### src/rtl/divider_8.sv
// Programmable clock divider: clk_div = clk / N for N in 2..15, 50% duty.
// Odd ratios stretch the high phase by half a clk cycle using a negedge register.
module divider_8 #(
  parameter int CLK_HZ = 100_000_000
) (
  input  logic       clk,
  input  logic       rst_n,
  input  logic [3:0] sel_8,
  output logic       clk_div
);

  logic [3:0] cnt;
  logic [3:0] n_lat;
  logic [3:0] n_req;
  logic [3:0] cnt_nxt;
  logic [3:0] half;
  logic       idle;
  logic       ph_p;
  logic       ph_n;
  logic       period_end;

  // A request of 1 is clamped up to the minimum usable ratio of 2.
  function automatic logic [3:0] eff_ratio(input logic [3:0] sel);
    return (sel == 4'd1) ? 4'd2 : sel;
  endfunction

  assign n_req      = eff_ratio(sel_8);
  assign cnt_nxt    = cnt + 4'd1;
  assign half       = n_lat >> 1;
  assign period_end = idle || (cnt == n_lat - 4'd1);

  // Posedge stage: the ratio is latched only at a period boundary, so a
  // mid-period change of sel_8 never shortens the pulse in flight.
  always_ff @(posedge clk or negedge rst_n) begin
    if (!rst_n) begin
      cnt   <= 4'd0;
      n_lat <= 4'd2;
      idle  <= 1'b1;
      ph_p  <= 1'b0;
    end else if (period_end) begin
      cnt <= 4'd0;
      if (n_req == 4'd0) begin
        idle <= 1'b1;
        ph_p <= 1'b0;
      end else begin
        idle  <= 1'b0;
        n_lat <= n_req;
        ph_p  <= 1'b1;
      end
    end else begin
      cnt  <= cnt_nxt;
      ph_p <= (cnt_nxt < half);
    end
  end

  // Negedge stage: for odd N, holds the output high half a cycle past ph_p.
  always_ff @(negedge clk or negedge rst_n) begin
    if (!rst_n) begin
      ph_n <= 1'b0;
    end else begin
      ph_n <= ph_p & n_lat[0];
    end
  end

  assign clk_div = ph_p | ph_n;

endmodule

### config.mk
export PLATFORM = sky130hd
export DESIGN_NAME = divider_8
export DESIGN_NICKNAME = d
export VERILOG_FILES = /design/src/rtl/divider_8.sv
export SDC_FILE = /design/constraint.sdc
export NUM_CORES = 1
export LEC_CHECK = 0
export ABC_AREA = 1
export BUFFER_PORTS_ARGS = -buffer_cell sky130_fd_sc_hd__buf_2
export CORE_MARGIN = 4
export CORE_UTILIZATION = 43
export CTS_CLUSTER_SIZE = 14
export DETAILED_ROUTE_END_ITERATION = 16
export PLACE_DENSITY = 0.7
export REMOVE_ABC_BUFFERS = 1
export SLEW_MARGIN = 0
export SYNTH_ARGS = -nofsm -noshare
export SYNTH_HDL_FRONTEND = slang
export SYNTH_SLANG_ARGS = --single-unit
### constraint.sdc
create_clock -name clk -period 2.6 [get_ports clk]
set_input_delay 0.52 -clock clk [delete_from_list [all_inputs] [get_ports clk]]
set_output_delay 0.52 -clock clk [all_outputs]
set_load 0.05 [all_outputs]
**After elaboration in Yosys (flattened, before gate mapping)**

Cells that the tools add are included.

- Bits in registers: 11
- Input port bits: 6
- Logic and storage cells: 21

- Add/subtract/negate cells: 2
- Order comparisons: 1
- Equal/unequal tests: 2
- Muxes and demuxes: 5
- Bitwise logic cells: 3
- Reductions and logical operators: 3

Operators by type and width:

| cell | number |
|---|---|
| $mux 4 | 2 |
| $add 4x1->4 const B | 1 |
| $eq 4x1->1 const B | 1 |
| $eq 4x4->1 | 1 |
| $logic_not 4->1 | 1 |
| $lt 4x3->1 | 1 |
| $sub 4x1->4 const B | 1 |
| $mux 1 | 3 |
| $reduce_and 2->1 | 1 |
| $and 1x1->1 | 1 |
| $logic_or 1x1->1 | 1 |
| $not 1->1 | 1 |
| $or 1x1->1 | 1 |

**Longest topological paths before layout**

- Depth in word-level cells: 5
- Gate-level depth with buffers: 12
- Mapped depth without buffers: 12

==> results.toml <==
[clock_tree]
cts_root_buffer = "clkbuf_4"
htree_levels = 1
cts_tree = "built"
clk_latency_ns = 0.27
clock-sinks = 11
clk_path_buf_depth = 2
postCtsHoldBufs = 0
cts_made_buffers = 3
clk_pin_slew_ns = 0.07

[outcome]
status = "finished with violations"
violations = "negative setup slack"

[placed_design]
dp_hpwl_microns = 1020
place_ws_ns = 0.00822
portBuffers = 6
gp_congestion = 0.744

[route]
wl_per_cell_microns = 10.2
dr.pass1.iters = 4
routed_wl_microns = 1230
drc = 0
vias = 574
drt_iter0_drc = 14
postRouteAntennaNets = 0
viasPerCell = 4.74

[setup_path]
worst_setup_path_start_kind = "register"
crit_path_max_incr_delay_ns = 0.32
cp_num_buf_inv = 1
cp_slowest_cell = "dfrtn_1"
critPathRequiredTime_ns = 2.08
cp_top_family = "flip-flops"
end_kind = "output pin"
crit_arrival_ns = 2.27
path_cells = "or2_4, buf_8"
critPathKind = "reg -> out"
crit_fanout = 1

[timing]
final-max-slew-violation-count = 0
rsz0062_at_grt = "yes"
setup_viol = 1
finalHoldViolCount = 0
fin_ws_ns = -0.189
skew_ns = 0.00828
slew_headroom_pct = 83.8
tightest_slew_ns = 0.242

[pwr]
vdd_drop_max_uv = 577
p_leak_nw = 0.431
power_density_nw_per_um2 = 1370
power_mw = 1.05

[layout]
diodes = 0
nNetsFinal = 116
mostFrequentLayoutCell = "nand2_1"
synthToLayoutAreaGrowth_pct = 13.1
final_cell_mix = "31 x nand2_1, 14 x inv_1, 13 x nor2_1, 8 x nand3_1, 8 x dfrtp_1"
drive_gt1_share_pct = 18.1
fillers = 166
postLayoutCoreUtil_pct = 51.4

[global_route]
grt_pass1_wl_microns = 1860
grt_pass1_vias = 472
grt_overflow_total = 0
grt_use_total_pct = 11.5
grt_max_degree = 12
antenna_found_initial = 0

[logic_synthesis]
ys_warn_count = 0
ys_ff_latch = 11
synthCells = 95
synth_cell_types = 17
synth.avg_cell_area_sq_um = 7.13
syn_area_sq_um = 677
ys_seq_area_share_pct = 41.0

[job]
drv_cap = 0

[min_path]
hp-class = "in -> async"

[die]
core_area_sq_um = 1490
io_pins = 7
die-area_sq_um = 2270
initial_core_util_pct = 45.5
fp.dieH_microns = 47.7
die_width_microns = 47.7
num_rows = 14
-- metrics by stage --
step,hold WS (ns),setup TNS [ns],instances,area (sq um)
global placement,0.394,0,117,727
detailed placement,0.404,0,117,727
finish,0.106,-0.189,121,766
CTS,0.121,-0.194,121,766
floorplan,0.224,0,95,677
global route,0.122,-0.211,121,766
-- cells in the mapped netlist, drive strengths merged --
cell    number  area share [%]
or2          2             1.8
xor2         1             1.3
nand3        8             5.9
dfrtp        8              30
a21oi        3             2.2
o21ai        1            0.74
dfstp        2             7.8
nand2       34              21
inv         16             8.9
nor2        14             8.1
ha           4             7.4
dfrtn        1             3.7
o21bai       1             1.1
-- cells by family after synthesis --
kind of cell,count (synthesis),synth area share (%)
adder cells (fa/ha/maj),4,7.39
AND/OR/NAND/NOR,58,37.3
XOR/XNOR,1,1.29
AO/OA/AOI/OAI,5,4.07
flip-flops,11,41.0
buffers and inverters,16,8.87
-- power breakdown --
part	total (mW)	internal (mW)	switching, mW
Combinational	0.609	0.248	0.361
Sequential	0.328	0.255	0.0732
Clock	0.114	0.0593	0.0550
-- cell type report --
class | count | area (sq um) | share of cell area (%)
multi-input cells | 68 | 342 | 44.6
flip-flops and latches | 11 | 278 | 36.3
inverters | 16 | 60.1 | 7.84
repair buffers | 6 | 40.0 | 5.23
clock buffers | 4 | 26.3 | 3.43
well taps | 16 | 20.0 | 2.61
-- registers in the layout, indices dropped and copies added, names as in the netlist --
name,count
cnt,4
idle,1
n_lat,4
ph_n,1
ph_p,1
-- repair_timing --
action / in CTS / in global routing
endpoints found under the hold margin: 0 / 0
gates resized for setup: 4 / 0
buffers inserted: 0 / 0
endpoints found under the setup margin: 1 / 1
-- metal layers --
metal / vias up / share of wire [%] / global-route usage (%)
met4: 0 / 1.3 / 4.84
met2: 8 / 50 / 19.3
met1: 257 / 46 / 15.1
li1: 307 / - / -
met5: - / 0 / 0
met3: 2 / 2.1 / 1.13
-- worst paths after layout --
kind | end | depth (start not counted) | start | slack [ns]
worst min-delay path | cnt[0]$_DFF_PN0_ | 1 | rst_n | 0.11
min in group clk | n_lat[1]$_DFFE_PN1P_ | 2 | n_lat[1]$_DFFE_PN1P_ | 0.48
worst max register to register | ph_n$_DFF_NN0_ | 2 | n_lat[0]$_DFFE_PN0P_ | 0.63
max in group asynchronous | ph_n$_DFF_NN0_ | 1 | rst_n | 1.08
worst max-delay path | clk_div | 2 | ph_n$_DFF_NN0_ | -0.19
worst min register to register | n_lat[1]$_DFFE_PN1P_ | 2 | n_lat[1]$_DFFE_PN1P_ | 0.48
(Power assumes the default switching activity.)
